### config.mk
export PLATFORM = sky130hd
export DESIGN_NAME = sspim_seq_flat
export DESIGN_NICKNAME = d
export VERILOG_FILES = /design/src/rtl/sspim_seq_if.sv /design/src/rtl/sspim_seq.sv /design/src/flat_wrapper.sv
export SDC_FILE = /design/constraint.sdc
export NUM_CORES = 1
export LEC_CHECK = 0
export ABC_AREA = 1
export BUFFER_PORTS_ARGS = -buffer_cell sky130_fd_sc_hd__buf_2
export CAP_MARGIN = 10
export CELL_PAD_IN_SITES_DETAIL_PLACEMENT = 1
export CELL_PAD_IN_SITES_GLOBAL_PLACEMENT = 1
export CORE_UTILIZATION = 36
export CTS_CLUSTER_SIZE = 24
export DETAILED_ROUTE_END_ITERATION = 10
export PLACE_DENSITY = 0.85
export SLEW_MARGIN = 20
export SYNTH_ARGS = -nofsm -noshare
export SYNTH_HDL_FRONTEND = slang
export SYNTH_SLANG_ARGS = --single-unit
### constraint.sdc
create_clock -name clk -period 1.6 [get_ports clk]
set_input_delay 0 -clock clk [delete_from_list [all_inputs] [get_ports clk]]
set_output_delay 0 -clock clk [all_outputs]
set_load 0.02 [all_outputs]
### src/rtl/sspim_seq_if.sv
// Register bus between the SPI word sequencer (master) and the SPI master's
// register file (slave). rdata is only meaningful in the cycle ack is high.
interface sspim_seq_if;
    logic        cs;
    logic        wr;
    logic [7:0]  addr;
    logic [31:0] wdata;
    logic [3:0]  be;
    logic [31:0] rdata;
    logic        ack;

    modport master (output cs, wr, addr, wdata, be, input rdata, ack);
    modport slave  (input cs, wr, addr, wdata, be, output rdata, ack);
endinterface

### src/rtl/sspim_seq.sv
// Streams 32-bit words through an SPI master's register bus: write TX data,
// kick op_req, poll until hardware clears it, optionally return RX data.
module sspim_seq #(
    parameter logic [7:0]  CTRL_ADDR  = 8'h00,
    parameter logic [7:0]  WDATA_ADDR = 8'h08,
    parameter logic [7:0]  RDATA_ADDR = 8'h0C,
    parameter int unsigned OPREQ_BIT  = 31,
    parameter logic [15:0] POLL_TMO   = 16'hFFFF
) (
    input  logic        clk,
    input  logic        reset_n,
    input  logic        cmd_start,
    input  logic [31:0] cmd_ctrl,
    input  logic [7:0]  cmd_words,
    input  logic        cmd_rx_en,
    input  logic        tx_valid,
    input  logic [31:0] tx_data,
    output logic        tx_ready,
    output logic        rx_valid,
    output logic [31:0] rx_data,
    input  logic        rx_ready,
    output logic        busy,
    output logic        done,
    output logic        err,
    sspim_seq_if.master m_reg
);

    localparam logic [31:0] OPREQ_MASK = 32'd1 << OPREQ_BIT;

    typedef enum logic [3:0] {
        IDLE, TXW, WRD, WRC, POL, RDD, RXP, NXT, FIN
    } state_e;

    typedef struct packed {
        logic [31:0] ctrl;
        logic        rx_en;
    } cmd_t;

    state_e      state_q, state_d;
    cmd_t        cmd_q, cmd_d;
    logic [7:0]  words_q, words_d;
    logic [15:0] poll_q, poll_d;
    logic [15:0] poll_inc;
    logic [31:0] txd_q, txd_d;
    logic [31:0] rxd_q, rxd_d;
    logic        err_q, err_d;
    logic        cs_q, cs_d;
    logic        wr_q, wr_d;
    logic [7:0]  addr_q, addr_d;
    logic [31:0] wdata_q, wdata_d;

    assign poll_inc = poll_q + 16'd1;

    always_ff @(posedge clk or negedge reset_n) begin
        if (!reset_n) begin
            state_q <= IDLE;
            cmd_q   <= '0;
            words_q <= '0;
            poll_q  <= '0;
            txd_q   <= '0;
            rxd_q   <= '0;
            err_q   <= 1'b0;
            cs_q    <= 1'b0;
            wr_q    <= 1'b0;
            addr_q  <= '0;
            wdata_q <= '0;
        end else begin
            state_q <= state_d;
            cmd_q   <= cmd_d;
            words_q <= words_d;
            poll_q  <= poll_d;
            txd_q   <= txd_d;
            rxd_q   <= rxd_d;
            err_q   <= err_d;
            cs_q    <= cs_d;
            wr_q    <= wr_d;
            addr_q  <= addr_d;
            wdata_q <= wdata_d;
        end
    end

    // Each bus state spends its first cycle with cs low and raises cs on the
    // next edge; that first cycle is the mandatory idle gap between accesses.
    always_comb begin
        state_d = state_q;
        cmd_d   = cmd_q;
        words_d = words_q;
        poll_d  = poll_q;
        txd_d   = txd_q;
        rxd_d   = rxd_q;
        err_d   = err_q;
        cs_d    = cs_q;
        wr_d    = wr_q;
        addr_d  = addr_q;
        wdata_d = wdata_q;

        unique case (state_q)
            IDLE: begin
                if (cmd_start) begin
                    cmd_d.ctrl  = cmd_ctrl | OPREQ_MASK;
                    cmd_d.rx_en = cmd_rx_en;
                    words_d     = cmd_words;
                    err_d       = 1'b0;
                    state_d     = (cmd_words == 8'd0) ? FIN : TXW;
                end
            end
            TXW: begin
                if (tx_valid) begin
                    txd_d   = tx_data;
                    state_d = WRD;
                end
            end
            WRD: begin
                if (!cs_q) begin
                    cs_d    = 1'b1;
                    wr_d    = 1'b1;
                    addr_d  = WDATA_ADDR;
                    wdata_d = txd_q;
                end else if (m_reg.ack) begin
                    cs_d    = 1'b0;
                    state_d = WRC;
                end
            end
            WRC: begin
                if (!cs_q) begin
                    cs_d    = 1'b1;
                    wr_d    = 1'b1;
                    addr_d  = CTRL_ADDR;
                    wdata_d = cmd_q.ctrl;
                end else if (m_reg.ack) begin
                    cs_d    = 1'b0;
                    poll_d  = '0;
                    state_d = POL;
                end
            end
            POL: begin
                if (!cs_q) begin
                    cs_d    = 1'b1;
                    wr_d    = 1'b0;
                    addr_d  = CTRL_ADDR;
                    wdata_d = '0;
                end else if (m_reg.ack) begin
                    cs_d = 1'b0;
                    if (!m_reg.rdata[OPREQ_BIT]) begin
                        state_d = cmd_q.rx_en ? RDD : NXT;
                    end else begin
                        // Staying in POL re-issues the read after the idle cycle.
                        poll_d = poll_inc;
                        if (poll_inc == POLL_TMO) begin
                            err_d   = 1'b1;
                            state_d = FIN;
                        end
                    end
                end
            end
            RDD: begin
                if (!cs_q) begin
                    cs_d    = 1'b1;
                    wr_d    = 1'b0;
                    addr_d  = RDATA_ADDR;
                    wdata_d = '0;
                end else if (m_reg.ack) begin
                    cs_d    = 1'b0;
                    rxd_d   = m_reg.rdata;
                    state_d = RXP;
                end
            end
            RXP: begin
                if (rx_ready) state_d = NXT;
            end
            NXT: begin
                words_d = words_q - 8'd1;
                state_d = (words_q == 8'd1) ? FIN : TXW;
            end
            FIN: begin
                state_d = IDLE;
            end
            default: begin
                state_d = IDLE;
            end
        endcase
    end

    assign tx_ready = (state_q == TXW) && tx_valid;
    assign rx_valid = (state_q == RXP);
    assign rx_data  = rxd_q;
    assign busy     = (state_q != IDLE);
    assign done     = (state_q == FIN);
    assign err      = err_q;

    assign m_reg.cs    = cs_q;
    assign m_reg.wr    = wr_q;
    assign m_reg.addr  = addr_q;
    assign m_reg.wdata = wdata_q;
    assign m_reg.be    = {4{cs_q}};

endmodule

### src/flat_wrapper.sv
// flat-port wrapper written by rule: the top's interface ports become plain ports
module sspim_seq_flat 
#(
    parameter logic [7:0]  CTRL_ADDR  = 8'h00,
    parameter logic [7:0]  WDATA_ADDR = 8'h08,
    parameter logic [7:0]  RDATA_ADDR = 8'h0C,
    parameter int unsigned OPREQ_BIT  = 31,
    parameter logic [15:0] POLL_TMO   = 16'hFFFF
)
  (clk, reset_n, cmd_start, cmd_ctrl, cmd_words, cmd_rx_en, tx_valid, tx_data, tx_ready, rx_valid, rx_data, rx_ready, busy, done, err, m_reg_cs, m_reg_wr, m_reg_addr, m_reg_wdata, m_reg_be, m_reg_rdata, m_reg_ack);
  sspim_seq_if m_reg_i ();
  input  logic clk;
  input  logic reset_n;
  input  logic cmd_start;
  input  logic [31:0] cmd_ctrl;
  input  logic [7:0] cmd_words;
  input  logic cmd_rx_en;
  input  logic tx_valid;
  input  logic [31:0] tx_data;
  output logic tx_ready;
  output logic rx_valid;
  output logic [31:0] rx_data;
  input  logic rx_ready;
  output logic busy;
  output logic done;
  output logic err;
  output wire logic [$bits(m_reg_i.cs)-1:0] m_reg_cs;
  output wire logic [$bits(m_reg_i.wr)-1:0] m_reg_wr;
  output wire logic [$bits(m_reg_i.addr)-1:0] m_reg_addr;
  output wire logic [$bits(m_reg_i.wdata)-1:0] m_reg_wdata;
  output wire logic [$bits(m_reg_i.be)-1:0] m_reg_be;
  input wire logic [$bits(m_reg_i.rdata)-1:0] m_reg_rdata;
  input wire logic [$bits(m_reg_i.ack)-1:0] m_reg_ack;
  assign m_reg_cs = m_reg_i.cs;
  assign m_reg_wr = m_reg_i.wr;
  assign m_reg_addr = m_reg_i.addr;
  assign m_reg_wdata = m_reg_i.wdata;
  assign m_reg_be = m_reg_i.be;
  assign m_reg_i.rdata = m_reg_rdata;
  assign m_reg_i.ack = m_reg_ack;
  sspim_seq #(.CTRL_ADDR(CTRL_ADDR), .WDATA_ADDR(WDATA_ADDR), .RDATA_ADDR(RDATA_ADDR), .OPREQ_BIT(OPREQ_BIT), .POLL_TMO(POLL_TMO)) u_core (.clk(clk), .reset_n(reset_n), .cmd_start(cmd_start), .cmd_ctrl(cmd_ctrl), .cmd_words(cmd_words), .cmd_rx_en(cmd_rx_en), .tx_valid(tx_valid), .tx_data(tx_data), .tx_ready(tx_ready), .rx_valid(rx_valid), .rx_data(rx_data), .rx_ready(rx_ready), .busy(busy), .done(done), .err(err), .m_reg(m_reg_i));
endmodule
==> qor.yml <==
yosys:
  yosys.area_share.simple_pct: 15.1
  synth_top_family_by_area: "compound AO/OA/AOI/OAI gates"
  yosys.area_share.adder_pct: 0.671
  yosysTopAreaCellShare_pct: 54.3
  synthMuxAreaShare_pct: 4.68
  synth.most_common_cell: "dfrtp_1"
  ys_seq_elements: 162
  syn_avg_cell_area_um2: 9.60
  yosys.area.top_type: "dfrtp_1"
  synthFlopType: "dfrtp_1"
  async_reset_ff_share_pct: 100
  yosysSeqAreaShare_pct: 54.3
  synth-edff-count: 0
  yosys_warnings: 0
  ys_top_cells_by_count: "dfrtp_1, nand2_1, inv_1"
  synth-compound-area-share_pct: 15.5
  synth_cell_types: 41
  synth_xor_area_share_pct: 0.704
  syn_inst: 777
  synth_area_um2: 7460
  synth_area_leaders: "dfrtp_1, nand2_1, o21ai_0"
route:
  num_vias: 9127
  drt_iter0_drc: 860
  ant_nets: 0
  routed_wirelength_um: 49900
  routedWlPerCell_um: 33.2
  firstDrtPassIters: 5
  vias_per_cell: 6.08
  drcViolationCount: 0
sta:
  slew_headroom_pct: 53.1
  rsz0062_at_grt: "yes"
  worst_slew_pin_slew_ns: 0.703
  fin_worst_skew_ns: 0.0184
  fin_crit_ns: 2.61
  clock.fmax_mhz: 383
  hold_viol_final: 0
  slew_viol_final: 0
  setup_viol: 166
  setup_ws_ns: -1.01
  finalCritPeriodShare_pct: 163
  tns_ns: -49.64
setup_path:
  path_max_fanout: 4
  worstSetupPathType: "reg -> reg"
  arrival_ns: 3.00
  startpoint_type: "register"
  worst_path_most_repeated_cell: "nand2_1"
  crit_required_ns: 1.99
  end_kind: "register"
  slowest_delay_ns: 0.51
  crit_chain: "inv_2, nor2_1, nand2_1, nand2_1, nand2_1, o21ai_0, buf_4, nor4_4, nand3_1, nand2_2"
  critPathSlowestCell: "nor4_4"
floorplan:
  core_um2: 20300
  die_h_um: 146
  start_util_pct: 36.7
  io_pins: 194
  fp.dieArea_um2: 21300
  row_count: 52
  dieWidth_um: 146
global_routing:
  grt_pass1_wl_um: 49900
  grt_max_degree: 57
  grt_pass1_vias: 8855
  track_usage_pct: 30.8
  antenna_found_initial: 2
  grt-ovfl-total: 0
cts:
  cts_root_buffer: "clkbuf_16"
  clk-insertion-delay-late_ns: 0.47
  cts_buffer_depth: 2
  numCtsBuffers: 17
  clk_pin_slew_ns: 0.07
  tritoncts: "built"
  htree_levels: 4
  cts.sinks: 162
run_status:
  violations: "setup timing"
  outcome: "complete, but fails checks"
layout:
  design_area_um2: 13500
  area.sequential_um2: 4060
  nets: 1331
  area_growth_pct: 81.2
  multi_input_area_um2: 4000
  drive_above_1_share_pct: 53.6
  final.fill_count: 2107
place:
  pre_cts_slack_ns: -0.271
  place_area_um2: 9220
  routabilityCongestion: 0.866
  dp.final_hpwl_um: 15900
  io_buffer_count: 186
power:
  p_leak_nw: 6.36
  powerDensity_nw_per_um2: 2230
  irDropWorstVdd_mv: 1.08
worst_hold_path:
  hold_class: "in -> async"
job:
  cap_violations: 0
==> final cells by class <==
class                      count  area share, %
antenna                        2         0.0370
clock buffer                  17           3.15
clock inverter                14           1.24
inverter                     107           3.30
multi-input combinational    471           29.6
sequential                   162           30.0
tap                          270           2.50
timing repair buffer         457           30.2
==> state kept, by name, indices dropped and copies added, names as in the netlist <==
register and flops:
u_core.cmd_q 33, u_core.err 1, u_core.m_reg.addr 2, u_core.m_reg.cs 1, u_core.m_reg.wdata 32, u_core.m_reg.wr 1
u_core.poll_q 16, u_core.rx_data 32, u_core.state_q 4, u_core.txd_q 32, u_core.words_q 8
==> stage by stage <==
stage / power (mW) / std cells / hold slack (ns) / util [%]
after floorplan: 12.8 / 782 / -0.296 / -
after global placement: 15.9 / 1276 / 0.0107 / 45.4
after detailed placement: 16.4 / 1276 / 0.0129 / 45.4
after CTS: 23.7 / 1460 / 0.138 / 59.4
after global routing: 30.6 / 1500 / 0.163 / 66.6
final: 30.2 / 1500 / 0.120 / 66.6
==> worst max-delay path: cells and delay by family, from the launching register on <==
family          cells  cell delay [ns]
simple gates        7             1.55
flops               1             0.47
compound gates      1             0.15
buf+inv             2             0.36
==> cell usage in the layout, fill, tap and decap left out, types with 5 or more instances in the layout <==
cell type / instances
a21oi_2: 6
dlygate4sd3_1: 107
nor2_4: 13
dfrtp_1: 159
o21ai_1: 25
buf_16: 8
inv_4: 5
o22ai_2: 5
inv_6: 6
mux2_2: 31
nor2_1: 24
buf_4: 82
nand2_2: 37
nand2_4: 40
nand2_8: 6
o21ai_2: 52
inv_1: 94
buf_6: 39
o221ai_4: 6
conb_1: 6
nand3_1: 15
nand4_1: 9
buf_12: 27
nor2_2: 7
o21ai_0: 8
o221ai_2: 26
buf_2: 181
o21a_1: 30
nand2_1: 70
nand3_2: 11
a21oi_1: 5
clkbuf_16: 26
==> cell families after synthesis <==
kind of cell | after synthesis
DFF | 162
other | 1
buffers and inverters | 150
adders and majority gates | 4
and+or+nand+nor | 244
AOI/OAI and AO/OA | 179
xor gates and xnor gates | 6
muxes | 31
==> path summary, 6_finish.rpt <==
check	from	endpoint	slack, ns	cells past startpoint
max	u_core.state_q[1]$_DFFE_PN0P_	u_core.state_q[1]$_DFFE_PN0P_	-1.01	10
min	reset_n	u_core.rx_data[31]$_DFFE_PN0P_	0.12	2
max reg2reg	u_core.state_q[1]$_DFFE_PN0P_	u_core.state_q[1]$_DFFE_PN0P_	-1.01	10
min reg2reg	u_core.rx_data[9]$_DFFE_PN0P_	u_core.rx_data[9]$_DFFE_PN0P_	0.50	1
max in group asynchronous	reset_n	u_core.m_reg.wdata[13]$_DFFE_PN0P_	0.80	3
min in group clk	cmd_start	u_core.cmd_q[32]$_DFFE_PN0P_	0.31	5
==> power by group <==
group / leakage [nW] / internal, mW / switching, mW / total (mW)
clock network: 0.285 / 2.35 / 2.18 / 4.53
registers: 2.00 / 6.10 / 1.84 / 7.94
logic: 4.07 / 7.16 / 10.5 / 17.7
==> layer usage <==
layer / global-route usage, % / part of all wire, % / up-vias / wire (um)
met5: 0 / 0 / - / 0
met4: 15.9 / 10 / 0 / 5100
met3: 5.99 / 8.9 / 373 / 4450
met2: 57.4 / 47 / 824 / 23400
met1: 32.9 / 34 / 4459 / 16900
li1: - / - / 3471 / -
==> timing repair <==
item                                    4_1_cts  5_1_grt
buffers inserted                             33       34
resized for setup                           160      299
endpoints found under the setup margin       87      140
endpoints found under the hold margin       246        0
hold buffers                                107        0
pin swaps                                    20       38
cloned                                       13       12
No activity file was read; power rests on OpenSTA's default activity.
